File: config.mk
export PLATFORM = sky130hd
export DESIGN_NAME = alu_disp_scan
export DESIGN_NICKNAME = d
export VERILOG_FILES = /design/src/rtl/alu_disp_pkg.sv /design/src/rtl/alu_disp_tick.sv /design/src/rtl/alu_disp_scan.sv
export SDC_FILE = /design/constraint.sdc
export NUM_CORES = 1
export LEC_CHECK = 0
export CAP_MARGIN = 20
export CORE_ASPECT_RATIO = 2
export CORE_MARGIN = 3
export CORE_UTILIZATION = 50
export DETAILED_ROUTE_END_ITERATION = 12
export PLACE_DENSITY = 0.75
export SYNTH_ARGS = -nofsm -noshare
export SYNTH_HDL_FRONTEND = slang
export SYNTH_SLANG_ARGS = --single-unit
File: constraint.sdc
create_clock -name clk -period 2.6 [get_ports clk]
set_input_delay 0.39 -clock clk [delete_from_list [all_inputs] [get_ports clk]]
set_output_delay 0.39 -clock clk [all_outputs]
set_load 0.01 [all_outputs]
File: src/rtl/alu_disp_pkg.sv
// Shared constants and state encoding for the six-digit ALU display scanner.
package alu_disp_pkg;

  typedef enum logic [1:0] {
    ST_IDLE = 2'd0,
    ST_ON   = 2'd1,
    ST_GAP  = 2'd2
  } state_e;

  localparam int unsigned NUM_DIGITS = 6;
  localparam logic [6:0]  SEG_OFF    = 7'h7F;
  localparam logic [5:0]  AN_OFF     = 6'b111111;
  localparam logic [6:0]  GLYPH_ZERO = 7'b1000000;

endpackage

File: src/rtl/alu_disp_tick.sv
// Dwell counter for the scanner: counts cycles in ON or GAP and flags the last one.
module alu_disp_tick
  import alu_disp_pkg::*;
#(
  parameter int unsigned DIV = 50000,
  parameter int unsigned GAP = 4
) (
  input  logic       clk,
  input  logic       rst,
  input  logic       clr,
  input  logic [1:0] state,
  output logic       done
);

  localparam logic [15:0] ON_LAST  = 16'(DIV - 1);
  localparam logic [15:0] GAP_LAST = 16'(GAP - 1);

  logic [15:0] cnt_q;

  always_comb begin
    done = 1'b0;
    if (state == ST_ON) begin
      done = (cnt_q == ON_LAST);
    end else if (state == ST_GAP) begin
      done = (cnt_q == GAP_LAST);
    end
  end

  // Restart on every phase change so each phase starts counting at zero.
  always_ff @(posedge clk) begin
    if (rst || clr || done || (state == ST_IDLE)) begin
      cnt_q <= 16'd0;
    end else begin
      cnt_q <= cnt_q + 16'd1;
    end
  end

endmodule

File: src/rtl/alu_disp_scan.sv
// Multiplexed scanner for six active-low seven-segment digits with frame-aligned updates.
// Optional leading-zero blanking is enabled by defining ALU_DISP_LZB_EN.
module alu_disp_scan
  import alu_disp_pkg::*;
#(
  parameter int unsigned DIV = 50000,
  parameter int unsigned GAP = 4
) (
  input  logic       clk,
  input  logic       rst,
  input  logic       en,
  input  logic       upd,
  input  logic [6:0] d1,
  input  logic [6:0] d2,
  input  logic [6:0] d3,
  input  logic [6:0] d4,
  input  logic [6:0] d5,
  input  logic [6:0] d6,
  output logic [6:0] seg,
  output logic [5:0] an,
  output logic       frame_done
);

  state_e     state_q, state_d;
  logic [2:0] idx_q, idx_d;
  logic       done;
  logic       pending;
  logic       commit;
  logic [6:0] din    [NUM_DIGITS];
  logic [6:0] shadow [NUM_DIGITS];
  logic [6:0] disp   [NUM_DIGITS];

  always_comb begin
    din[0] = d1;
    din[1] = d2;
    din[2] = d3;
    din[3] = d4;
    din[4] = d5;
    din[5] = d6;
  end

  alu_disp_tick #(
    .DIV (DIV),
    .GAP (GAP)
  ) u_tick (
    .clk   (clk),
    .rst   (rst),
    .clr   (!en),
    .state (state_q),
    .done  (done)
  );

  always_comb begin
    state_d = state_q;
    idx_d   = idx_q;
    case (state_q)
      ST_IDLE: begin
        if (en) begin
          state_d = ST_ON;
          idx_d   = 3'd0;
        end
      end
      ST_ON: begin
        if (!en) begin
          state_d = ST_IDLE;
          idx_d   = 3'd0;
        end else if (done) begin
          state_d = ST_GAP;
        end
      end
      ST_GAP: begin
        if (!en) begin
          state_d = ST_IDLE;
          idx_d   = 3'd0;
        end else if (done) begin
          state_d = ST_ON;
          idx_d   = (idx_q == 3'd5) ? 3'd0 : idx_q + 3'd1;
        end
      end
      default: begin
        state_d = ST_IDLE;
        idx_d   = 3'd0;
      end
    endcase
  end

  assign frame_done = (state_q == ST_GAP) && (idx_q == 3'd5) && done;

  // Shadow reaches the display only between frames, or at any time while idle.
  assign commit = pending && ((state_q == ST_IDLE) || frame_done);

  always_ff @(posedge clk) begin
    if (rst) begin
      state_q <= ST_IDLE;
      idx_q   <= 3'd0;
      pending <= 1'b0;
      for (int k = 0; k < NUM_DIGITS; k++) begin
        shadow[k] <= SEG_OFF;
        disp[k]   <= SEG_OFF;
      end
    end else begin
      state_q <= state_d;
      idx_q   <= idx_d;
      pending <= upd || (pending && !commit);
      for (int k = 0; k < NUM_DIGITS; k++) begin
        if (upd) begin
          shadow[k] <= din[k];
        end
        if (commit) begin
          disp[k] <= shadow[k];
        end
      end
    end
  end

`ifdef ALU_DISP_LZB_EN
  // lead_zero[k]: digits 0..k are all zero glyphs.
  logic [4:0] lead_zero;
  always_comb begin
    lead_zero[0] = (disp[0] == GLYPH_ZERO);
    for (int k = 1; k < 5; k++) begin
      lead_zero[k] = lead_zero[k-1] && (disp[k] == GLYPH_ZERO);
    end
  end
`endif

  always_comb begin
    an  = AN_OFF;
    seg = SEG_OFF;
    if (state_q == ST_ON) begin
      an = ~(6'b000001 << idx_q);
      for (int k = 0; k < NUM_DIGITS; k++) begin
        if (idx_q == 3'(k)) begin
          seg = disp[k];
`ifdef ALU_DISP_LZB_EN
          if ((k < 5) && lead_zero[k]) begin
            seg = SEG_OFF;
          end
`endif
        end
      end
    end
  end

endmodule

# Word level (Yosys, flattened, before mapping)
# Memories as Yosys holds them, arrays and structs flattened.
# Cells that the tools add are included.
# totals
ff_bits	22
ram_bits	84
output_inout_bits	14
memories	2
# mem_list
name	depth	word_bits	rd	rd_ports_with_merged_regs	wr	line	text
disp	6	7	6	0	6	alu_disp_scan.sv:31	logic [6:0] disp [NUM_DIGITS];
shadow	6	7	6	0	6	alu_disp_scan.sv:30	logic [6:0] shadow [NUM_DIGITS];
# op_classes
addsub	2
eq_ne	13
n_shift	1
muxes	42
bitwise	13
reduce_logical	15
# ops
operator	count
7-bit two-way mux	19
16-bit by 1-bit adder with 16-bit output (second input constant)	1
16-bit equality test (second input constant)	1
16-bit by 2-bit equality test with 1-bit output (second input constant)	1
3-bit two-way mux	5
1-bit OR	12
1-bit two-way mux	10
2-bit two-way mux	5
3-bit one-hot mux with 3 select lines	1
3-bit by 2-bit equality test with 1-bit output (second input constant)	2
3-bit equality test (second input constant)	2
6-bit two-way mux	1
3-bit != test (second input constant)	2
6-bit NOT	1
2-bit one-hot mux with 3 select lines	1
3-bit AND reduction	2
1-bit by 3-bit << shifter with 6-bit output (first input constant)	1
1-bit logical OR	5
1-bit logical AND	4
2-bit != test (second input constant)	2
3-bit by 1-bit adder with 3-bit output (second input constant)	1
3-bit by 1-bit equality test with 1-bit output (second input constant)	1
3-bit logical NOT	1
2-bit by 1-bit equality test with 1-bit output (second input constant)	1
3 further kinds	4

# Longest topological paths before layout
# Gate-level depths: netlist of the first run.
# logic_depth
depth_word	10
depth_mapped	9

# Cells and area by module
# A second synthesis of the first run with hierarchy kept.
# hier_totals
cells_unflattened	394
hier_area_um2	4815.9
# by_module_without_submodules
module	n_inst	cells_per_inst	area_each_um2	seq_area_each_um2
alu_disp_scan	1	302	4016.4	2642.5
alu_disp_tick	1	92	799.5	320.3

# Worst setup path before layout of the first run
# No wires, ideal clock.
# synth_path
kind	flip-flop to flip-flop
from	register state_q[1]
to	memory disp[0][0], enable pin
arrival_time_ns	2.376
required_ns	2.202
slack_ns	-0.174
path_stages_with_launch	7
cell_sequence	dfxtp_1 buf_2 or2b_1 nor4_4 o211ai_4 a21oi_1 a21o_1
# synth_rtl
item	line	text
from (decl)	alu_disp_scan.sv:24	state_e state_q, state_d;
from (signal assigned)	alu_disp_scan.sv:102	state_q <= state_d;
to (decl)	alu_disp_scan.sv:31	

# Final worst setup path of the first run
# layout_path
from	register idx_q[1]
to	output port seg[6]
# layout_via
elab_chain_cells	8
# layout_rtl
item	line	text
from (decl)	alu_disp_scan.sv:25	logic [2:0] idx_q, idx_d;
from (signal assigned)	alu_disp_scan.sv:103	idx_q <= idx_d;
3-bit logical NOT	alu_disp_scan.sv:133	if (idx_q == 3'(k)) begin
7-bit two-way mux (5 in series)	alu_disp_scan.sv:133	
7-bit two-way mux (*)	alu_disp_scan.sv:133	
7-bit two-way mux (*)	alu_disp_scan.sv:130	if (state_q == ST_ON) begin
to (decl)	alu_disp_scan.sv:19	output logic [6:0] seg,
# Mark *: on every way between the ends. The rest lies on a longest branch, timed or not.

==> metrics.md, run 1 <==
| Metric | Value |
|---|---|
| Status | completed |
| Post-route cell area | 5880 sq um |
| Sequential share of the synthesized area | 62.4% |
| CP max FO | 7 |
| Synth-to-Final Area Change | 23.8% |
| Post-synth top flop | edfxtp_1 |
| Avg WL per Cell | 16.7 um |
| Min Hold Slack | 0.471 ns |
| 1st-iter DRT viols | 135 |
| Distinct cells, synth | 48 |
| Post-DR vias/cell | 5.40 |
| First-pass GRT wire length | 14600 um |
| Largest net degree at the start of global routing | 43 |
| # diodes | 0 |
| VDD IR-drop max | 0.000456 V |
| Overall Global Routing Usage | 18.5% |
| Total grt overflow | 0 |
| Max Used Layer | met4 |
| Number of flops mapped to enable cells by yosys | 84 |
| R2r setup slk | 0.33 ns |
| Initial antenna violation count | 0 |
| Startpoint Class | flop |
| Total power | 3.49 mW |
| Most frequent cells in the layout | edfxtp_1, nand2b_1, clkdlybuf4s50_1 |
| # fillers | 682 |
| Effective utilization at floorplan | 52.0% |
| Yosys reg bits | 106 |
| Fmax | 393 MHz |
| Number of global-route vias before repair | 3132 |
| Max incr delay on CP | 0.38 ns |
| Crit path kind | flop to output port |
| Clk_lat worst skew | 0.34 ns |
| Worst EP arrival | 2.15 ns |
| Hold Path Class | flop to flop |
| DIE WIDTH | 74.9 um |
| WL met1 | 3090 um |
| Cell taking the most area after synthesis | edfxtp_1 |
| Post-Syn Nets | 428 |
| Final Core Density | 64.4% |
| Clock sinks | 106 |
| Cell chain of the critical path | buf_12 -> mux2_2 -> o22ai_2 -> a221oi_1 -> a211oi_1 -> o21ai_0 -> dlygate4sd2_1 |
| Hpwl dp | 7000 um |
| Worst path bufs/invs | 2 |
| DRC viols | 0 |
| Routed WL | 9270 um |
| CTS Buffer Depth | 2 |
| Syn Area/Cell | 12.5 sq um |
| Unrepaired setup endpoints after global routing | no |
| Final setup violation count | 0 |
| Clock transition at path regs | 0.07 ns |
| Reg2Reg Depth | 6 |
| Final TNS setup | 0 ns |
| Register area | 2970 sq um |
| Final hold viol count | 0 |
| Placement-stage cell area | 5520 sq um |
| Worst R2R End | disp[1][6]$_SDFFCE_PN1P_ |
| CP Capture Type | output port |
| Cell count after synthesis | 380 |
| Synth area leaders | edfxtp_1, nand2b_1, dfxtp_1 |
| Final period util | 97.8% |
| Slew @ Worst Pin | 0.481 ns |
| H-tree Lvls | 3 |
| Routability-driven placement congestion ratio | 0.865 |
| Die area | 10800 sq um |
| PD cells | 593 nW/um^2 |
| Synthesis Warnings | 0 |
| Leakage | 1.86 nW |
| Vias | 2995 |
| Pre-antenna DRT Iters | 5 |
| Post-synth top area share | 53.1% |
| Min-Delay Path Depth | 1 |
| Layout cells sized above 1 | 16.3% |
| Met2 wire len | 5400 um |
| CTS tree | done |
| Async SR Flop Fraction | 0% |
| I/O pin total | 60 |
| Final Skew | 0.00786 ns |
| Die Height | 144 um |
| CP top delay family | compound AO/OA/AOI/OAI gates |
| Rel. slew slack | 67.9% |
| Synthesized area | 4750 sq um |
| Final net count | 496 |
| Hold Crit Start | u_tick.cnt_q[0]$_SDFF_PP0_ |
| Site Rows | 49 |
| Worst R2R Start | u_tick.cnt_q[4]$_SDFF_PP0_ |
| WL met3 | 277 um |
| Core Footprint | 9140 sq um |
| Final Max Tran Viols | 0 |
| Required @ worst endpoint | 2.21 ns |
| Multi-input gate area | 1680 sq um |
| CTS Hold Bufs | 0 |
| Most common cell after layout, fill and taps aside | edfxtp_1 |
| Slowest CP cell | dfxtp_4 |
| Clock root cell | clkbuf_16 |
| Remaining antenna violation count | 0 |
| Minimum clock period | 2.54 ns |
| Max-cap viol count | 0 |
| CTS Buf Count | 9 |
| Hold path endpoint | u_tick.cnt_q[0]$_SDFF_PP0_ |
| I/O Buffers | 59 |
## kinds of logic (layout without fill, tap and decap cells)
family	Yosys count	count (layout)	share of synthesized area [%]
XOR/XNOR	15	15	2.77
AND/OR/NAND/NOR	177	177	22.3
multiplexers	10	10	2.32
adder cells (fa/ha/maj)	2	2	0.527
buffers and inverters	29	102	3.21
AO/OA/AOI/OAI	41	41	6.56
flip-flops	106	106	62.4
## worst register-to-register path: cells and delay by family, from the launching register on
| family | cells | cell delay (ns) |
|---|---|---|
| flip-flops | 1 | 0.33 |
| AO/OA/AOI/OAI | 3 | 0.55 |
| buffers and inverters | 1 | 0.23 |
| AND/OR/NAND/NOR | 2 | 0.82 |
## cells in the mapped netlist, drive strengths merged (2+ instances only)
cell     n
nand2b  88
edfxtp  84
nor2    33
dfxtp   22
nand2   13
clkbuf  12
inv      9
nor3     9
a211oi   8
buf      8
mux2     8
nand3    8
o21ai    8
o22ai    8
xor2     8
a221oi   7
xnor2    7
a21oi    4
and4     4
nand3b   3
nand4    3
nor2b    3
and2     2
and3     2
ha       2
mux2i    2
nor4     2
## per-layer routing
layer / global-route usage [%] / up-vias
li1: - / 1479
met1: 16.8 / 1410
met2: 34.9 / 75
met3: 3.43 / 31
met4: 12.1 / 0
met5: 0 / -
## through the flow
step | setup slack (ns) | std cells
after detailed placement | 0.0442 | 537
after floorplan | 0.114 | 380
after global routing | 0.00726 | 555
final | 0.0572 | 555
after global placement | 0.0497 | 537
after CTS | 0.00104 | 555
## power by group
| part | total [mW] | switching (mW) | internal (mW) |
|---|---|---|---|
| Clock | 1.36 | 0.602 | 0.755 |
| Combinational | 0.212 | 0.0908 | 0.121 |
| Sequential | 1.92 | 0.0178 | 1.90 |
## worst max-delay path by stage
stage	startpoint	to	cells past startpoint
final	idx_q[1]$_SDFFE_PP0P_	seg[6]	7
after global routing	idx_q[2]$_SDFFE_PP0P_	seg[3]	7
after CTS	idx_q[1]$_SDFFE_PP0P_	seg[6]	7
after detailed placement	idx_q[2]$_SDFFE_PP0P_	seg[0]	7
after global placement	idx_q[2]$_SDFFE_PP0P_	seg[3]	7
after floorplan	idx_q[1]$_SDFFE_PP0P_	seg[3]	9
## repair_timing
action | in CTS | in global routing
hold endpoints to repair | 0 | 0
resized for setup | 13 | 14
setup endpoints to repair | 8 | 12
buffers inserted | 2 | 0
pin swaps | 3 | 2
## registers in the layout, indices dropped and copies added, names as in the netlist
name and count:
disp 42, shadow 42, u_tick.cnt_q 16, state_q 2, pending 1, idx_q 3
## final cells by class
type	instances	area share, %
flip-flops and latches	106	50.5
repair buffers	77	13.0
well taps	102	2.17
clock buffers	9	3.83
multi-input cells	245	28.6
inverters	9	0.574
clock inverters	7	1.34
(Power assumes the default switching activity.)
==> run 2, diff against run 1 <==
--- a/config.mk
+++ b/config.mk
@@ -13,4 +13,5 @@
 export PLACE_DENSITY = 0.75
 export SYNTH_ARGS = -nofsm -noshare
 export SYNTH_HDL_FRONTEND = slang
+export SYNTH_HIERARCHICAL = 1
 export SYNTH_SLANG_ARGS = --single-unit
==> metrics.md, run 2 <==
| Metric | Value |
|---|---|
| Status | completed |
| Cell chain of the critical path | nand4_1 -> or4_4 -> a21oi_2 -> buf_4 -> buf_4 -> nand4b_4 -> a211oi_4 -> buf_6 -> clkbuf_16 -> nand2b_1 |
| Top flop regs | disp: 42 flops, shadow: 42 flops, u_tick/cnt_q: 16 flops |
| Slew @ Worst Pin | 0.935 ns |
| Remaining antenna violation count | 0 |
| VDD IR-drop max | 0.000447 V |
| Site Rows | 50 |
| Minimum clock period | 2.51 ns |
| Async SR Flop Fraction | 0% |
| Hold path endpoint | u_tick/cnt_q[0]$_SDFF_PP0_ |
| Worst EP arrival | 2.61 ns |
| H-tree Lvls | 3 |
| Synthesis Warnings | 6 |
| Clock root cell | clkbuf_16 |
| Crit path kind | flop to flop |
| CTS Buffer Depth | 2 |
| Final Core Density | 65.3% |
| Worst path bufs/invs | 4 |
| 1st-iter DRT viols | 161 |
| I/O Buffers | 59 |
| Slowest CP cell | or4_4 |
| WL met1 | 3570 um |
| Post-Syn Nets | 442 |
| I/O pin total | 60 |
| Number of flops mapped to enable cells by yosys | 84 |
| Most numerous cell in the Yosys netlist | nand2b_1 |
| Min-Delay Path Depth | 1 |
| Fmax | 398 MHz |
| Multi-input gate area | 1740 sq um |
| Leakage | 1.92 nW |
| Cell count after synthesis | 394 |
| Met2 wire len | 6040 um |
| Min Hold Slack | 0.454 ns |
| Yosys reg bits | 106 |
| Vias | 3188 |
| Max-cap viol count | 0 |
| Synth-to-Final Area Change | 27.3% |
| Pre-antenna DRT Iters | 5 |
| Clk_lat worst skew | 0.35 ns |
| DIE WIDTH | 75.4 um |
| Final Skew | 0.00717 ns |
| Worst R2R End | disp[2][5]$_SDFFCE_PN1P_ |
| Routability-driven placement congestion ratio | 0.905 |
| Post-synth top area share | 52.4% |
| Clock transition at path regs | 0.07 ns |
| DRC viols | 0 |
| Routed WL | 10300 um |
| Placement-stage cell area | 5650 sq um |
| Initial antenna violation count | 0 |
| Startpoint Class | flop |
| Cell taking the most area after synthesis | edfxtp_1 |
| CTS Hold Bufs | 0 |
| Final net count | 520 |
| Overall Global Routing Usage | 18.6% |
| # fillers | 725 |
| Layout cells sized above 1 | 16.1% |
| CTS tree | done |
| Worst R2R Start | u_tick/cnt_q[15]$_SDFF_PP0_ |
| Most frequent cells in the layout | nand2b_1, edfxtp_1, clkdlybuf4s50_1 |
| Rel. slew slack | 37.7% |
| Most common cell type on the critical path | buf_4 |
| Post-synth top flop | edfxtp_1 |
| Synthesized area | 4820 sq um |
| Clock sinks | 106 |
| First-pass GRT wire length | 14900 um |
| Hold Crit Start | u_tick/cnt_q[0]$_SDFF_PP0_ |
| Avg WL per Cell | 17.7 um |
| WL met3 | 336 um |
| Final hold viol count | 0 |
| Core Footprint | 9380 sq um |
| Max incr delay on CP | 0.53 ns |
| Effective utilization at floorplan | 51.3% |
| CTS Buf Count | 9 |
| Die area | 10900 sq um |
| CP Capture Type | flop |
| Register area | 2980 sq um |
| Hpwl dp | 7140 um |
| Final setup violation count | 0 |
| CP max FO | 7 |
| CP top delay family | simple AND/OR/NAND/NOR gates |
| Largest net degree at the start of global routing | 43 |
| Synth area leaders | edfxtp_1, nand2b_1, dfxtp_1 |
| Post-DR vias/cell | 5.49 |
| Post-route cell area | 6130 sq um |
| # diodes | 0 |
| Total grt overflow | 0 |
| Distinct cells, synth | 54 |
| Syn Area/Cell | 12.2 sq um |
| Sequential share of the synthesized area | 61.5% |
| Final TNS setup | 0 ns |
| Max Used Layer | met4 |
| Final Max Tran Viols | 0 |
| Required @ worst endpoint | 2.70 ns |
| Hold Path Class | flop to flop |
| Number of global-route vias before repair | 3149 |
| Final period util | 96.7% |
| PD cells | 563 nW/um^2 |
| Die Height | 145 um |
| Top post-synthesis cells by count | nand2b_1, edfxtp_1, dfxtp_1 |
| Most common cell after layout, fill and taps aside | nand2b_1 |
| Reg2Reg Depth | 10 |
| R2r setup slk | 0.09 ns |
run 2: changes by cell type after synthesis, sizes merged, moves of 4 or more:
cell,before,now
a221oi,7,0
and2,2,8
buf,8,14
mux2,8,2
nand3,8,14
nor2,33,13
nor2b,3,14
nor4,2,6
o2111ai,0,6
o221ai,0,7
o22ai,8,1
run 2: metal layers:
layer  track usage, %  vias up
met1             18.1     1513
met4             9.03        0
met3             4.01       24
met2             35.2       80
met5                0        -
li1                 -     1571
run 2: per-stage QoR:
step	total power [mW]	instances	setup slack, ns
5_1_grt	3.58	581	-0.00907
6_report	3.45	581	0.0866
3_3_place_gp	2.17	554	0.153
4_1_cts	3.47	571	0.0295
2_1_floorplan	2.06	394	0.00986
3_5_place_dp	2.18	554	0.0857
run 2: how the worst max path moves through the flow:
| stage | cells after the start | end | start |
|---|---|---|---|
| floorplan | 9 | disp[0][0]$_SDFFCE_PN1P_ | u_tick/cnt_q[0]$_SDFF_PP0_ |
| global placement | 9 | disp[5][0]$_SDFFCE_PN1P_ | u_tick/cnt_q[0]$_SDFF_PP0_ |
| detailed placement | 9 | disp[0][0]$_SDFFCE_PN1P_ | u_tick/cnt_q[1]$_SDFF_PP0_ |
| CTS | 10 | disp[0][0]$_SDFFCE_PN1P_ | u_tick/cnt_q[1]$_SDFF_PP0_ |
| global route | 12 | disp[5][2]$_SDFFCE_PN1P_ | u_tick/cnt_q[0]$_SDFF_PP0_ |
| finish | 10 | disp[2][5]$_SDFFCE_PN1P_ | u_tick/cnt_q[15]$_SDFF_PP0_ |
run 2: worst reg2reg max path, delay by kind of cell (launching register included):
| kind | cells | cell delay [ns] |
|---|---|---|
| buffers and inverters | 4 | 0.62 |
| and+or+nand+nor | 4 | 0.86 |
| DFF | 1 | 0.39 |
| AOI/OAI and AO/OA | 2 | 0.41 |
run 2: repair_timing:
item | CTS | global route
buffers inserted | 1 | 4
cloned | 0 | 6
resized for setup | 17 | 9
endpoints found under the setup margin | 8 | 81
pin swaps | 2 | 4
run 2: cells by family after synthesis:
kind of cell	count (synthesis)	share of synthesized area, %
multiplexers	3	0.675
buffers and inverters	32	3.53
AND/OR/NAND/NOR	196	24.7
AO/OA/AOI/OAI	41	6.50
flip-flops	106	61.5
XOR/XNOR	14	2.55
adder cells (fa/ha/maj)	2	0.520
run 2: layout make-up:
| cell class | instances | area share [%] |
|---|---|---|
| clock buffer | 9 | 3.67 |
| inverter | 6 | 0.367 |
| timing repair buffer | 93 | 15.8 |
| multi-input combinational | 256 | 28.4 |
| tap | 104 | 2.12 |
| clock inverter | 7 | 1.02 |
| sequential | 106 | 48.6 |
run 2: power breakdown:
group | switching (mW) | total (mW) | internal [mW]
sequential | 0.0160 | 1.92 | 1.90
combinational | 0.0990 | 0.240 | 0.141
clock | 0.630 | 1.29 | 0.665
==> run 3, diff against run 2 <==
--- a/config.mk
+++ b/config.mk
@@ -11,6 +11,7 @@
 export CORE_UTILIZATION = 50
 export DETAILED_ROUTE_END_ITERATION = 12
 export PLACE_DENSITY = 0.75
+export SKIP_CTS_REPAIR_TIMING = 1
 export SYNTH_ARGS = -nofsm -noshare
 export SYNTH_HDL_FRONTEND = slang
 export SYNTH_HIERARCHICAL = 1
==> metrics.md, run 3 (synthesis results as in run 2) <==
| Metric | Value |
|---|---|
| Worst EP arrival | 2.62 ns |
| Synth-to-Final Area Change | 26.5% |
| CTS Buf Count | 9 |
| I/O Buffers | 59 |
| Slowest CP cell | or4_4 |
| CP Capture Type | flop |
| Pre-antenna DRT Iters | 4 |
| Die Height | 145 um |
| First-pass GRT wire length | 14800 um |
| Minimum clock period | 2.52 ns |
| Total power | 3.44 mW |
| Die area | 10900 sq um |
| Hpwl dp | 7140 um |
| Clock network power share | 37.6% |
| Worst R2R Start | u_tick/cnt_q[1]$_SDFF_PP0_ |
| CTS tree | done |
| Most frequent cells in the layout | nand2b_1, edfxtp_1, clkdlybuf4s50_1 |
| Overall Global Routing Usage | 18.5% |
| DIE WIDTH | 75.4 um |
| Post-route cell area | 6090 sq um |
| Sw Ratio | 21.5% |
| Switch Pwr | 0.740 mW |
| Max incr delay on CP | 0.51 ns |
| Max-cap viol count | 0 |
| Top flop regs | disp: 42 flops, shadow: 42 flops, u_tick/cnt_q: 16 flops |
| Number of global-route vias before repair | 3122 |
| H-tree Lvls | 3 |
| Internal Power | 2.70 mW |
| Largest net degree at the start of global routing | 43 |
| Final net count | 514 |
| Placement-stage cell area | 5650 sq um |
| CTS Buffer Depth | 2 |
| Status | completed |
| Slew @ Worst Pin | 0.929 ns |
| Setup crit start | u_tick/cnt_q[1]$_SDFF_PP0_ |
| PD cells | 565 nW/um^2 |
| Remaining antenna violation count | 0 |
| Final Max Tran Viols | 0 |
| Final period util | 97.0% |
| Rel. slew slack | 38.0% |
| Dpl ws | 0.0857 ns |
| # fillers | 730 |
| Core Footprint | 9380 sq um |
| Register area | 2980 sq um |
| Final Core Density | 64.9% |
| Final setup violation count | 0 |
| Routability-driven placement congestion ratio | 0.905 |
| DRC viols | 0 |
| # diodes | 0 |
| Avg WL per Cell | 17.3 um |
| Multi-input gate area | 1750 sq um |
| Final hold viol count | 0 |
| Vias | 3120 |
| Initial antenna violation count | 0 |
| Layout cells sized above 1 | 14.9% |
| Total grt overflow | 0 |
| Hold Crit Start | u_tick/cnt_q[0]$_SDFF_PP0_ |
| I/O pin total | 60 |
| Hold Path Class | flop to flop |
| Clock transition at path regs | 0.07 ns |
| Leakage | 1.90 nW |
| Site Rows | 50 |
| Startpoint Class | flop |
| Effective utilization at floorplan | 51.3% |
| Crit path kind | flop to flop |
| VDD IR-drop max | 0.000447 V |
| Clock sinks | 106 |
| CP max FO | 10 |
| Final worst setup slack | 0.0785 ns |
| Clk_lat worst skew | 0.35 ns |
| Cell chain of the critical path | ha_4 -> nand3_2 -> or4_4 -> a21oi_2 -> buf_4 -> nand4b_4 -> a211oi_4 -> buf_6 -> clkbuf_16 -> nand2b_1 |
| Required @ worst endpoint | 2.70 ns |
| Comb pwr share | 6.7% |
| Reg power frac | 55.7% |
| Post-DR vias/cell | 5.43 |
| Most common cell after layout, fill and taps aside | nand2b_1 |
| Clock root cell | clkbuf_16 |
| Fmax | 397 MHz |
| Final Skew | 0.00694 ns |
| Routed WL | 9940 um |
| 1st-iter DRT viols | 172 |
[run 3: changes by cell type in the layout (fill, tap and decap cells not counted)]
cell and delta:
a211oi_1 -2, nand3_2 +1, dfxtp_4 +1, a211oi_2 +2
dfxtp_2 -4, dlygate4sd2_1 -7, dlymetal6s2s_1 +7, clkbuf_16 -1
or2_2 -1, dfxtp_1 +3, buf_8 -1, buf_4 -4
nand3_4 -1, or2_4 +1
[run 3: power by group through the flow]
stage               combinational (mW)  clock, mW  sequential (mW)
finish                           0.232       1.29             1.92
global route                     0.251       1.40             1.92
CTS                              0.220       1.32             1.92
global placement                 0.213          0             1.96
floorplan                        0.109          0             1.95
detailed placement               0.220          0             1.96
[run 3: final timing paths]
check                               endpoint  slack (ns)  cells past startpoint
setup / recovery    disp[2][5]$_SDFFCE_PN1P_        0.08                     10
hold / removal    u_tick/cnt_q[0]$_SDFF_PP0_        0.46                      1
setup reg to reg    disp[2][5]$_SDFFCE_PN1P_        0.08                     10
hold reg to reg   u_tick/cnt_q[0]$_SDFF_PP0_        0.46                      1
[run 3: worst max-delay path, delay by kind of cell, from the launching register on]
| kind | cells | cell delay, ns |
|---|---|---|
| simple gates | 4 | 0.78 |
| buf+inv | 3 | 0.46 |
| fa+ha+maj | 1 | 0.17 |
| flops | 1 | 0.37 |
| compound gates | 2 | 0.48 |
[run 3: layout make-up]
class,instances,share of cell area [%]
inverter,6,0.370
timing repair buffer,87,15.2
clock buffer,9,3.70
tap,104,2.14
multi-input combinational,256,28.7
sequential,106,48.9
clock inverter,7,1.03
[run 3: through the flow]
step,cells,setup TNS (ns),hold WS [ns]
floorplan,394,0,0.447
global placement,554,0,0.458
detailed placement,554,0,0.472
CTS,570,-1.51,0.481
global route,575,-0.611,0.481
finish,575,0,0.458
[run 3: metal layers]
metal	track usage [%]	up-vias	part of all wire, %
met5	0	-	0
met4	9.31	0	2.1
met3	4.08	14	3.2
met2	34.7	70	60
met1	18.0	1485	35
li1	-	1551	-
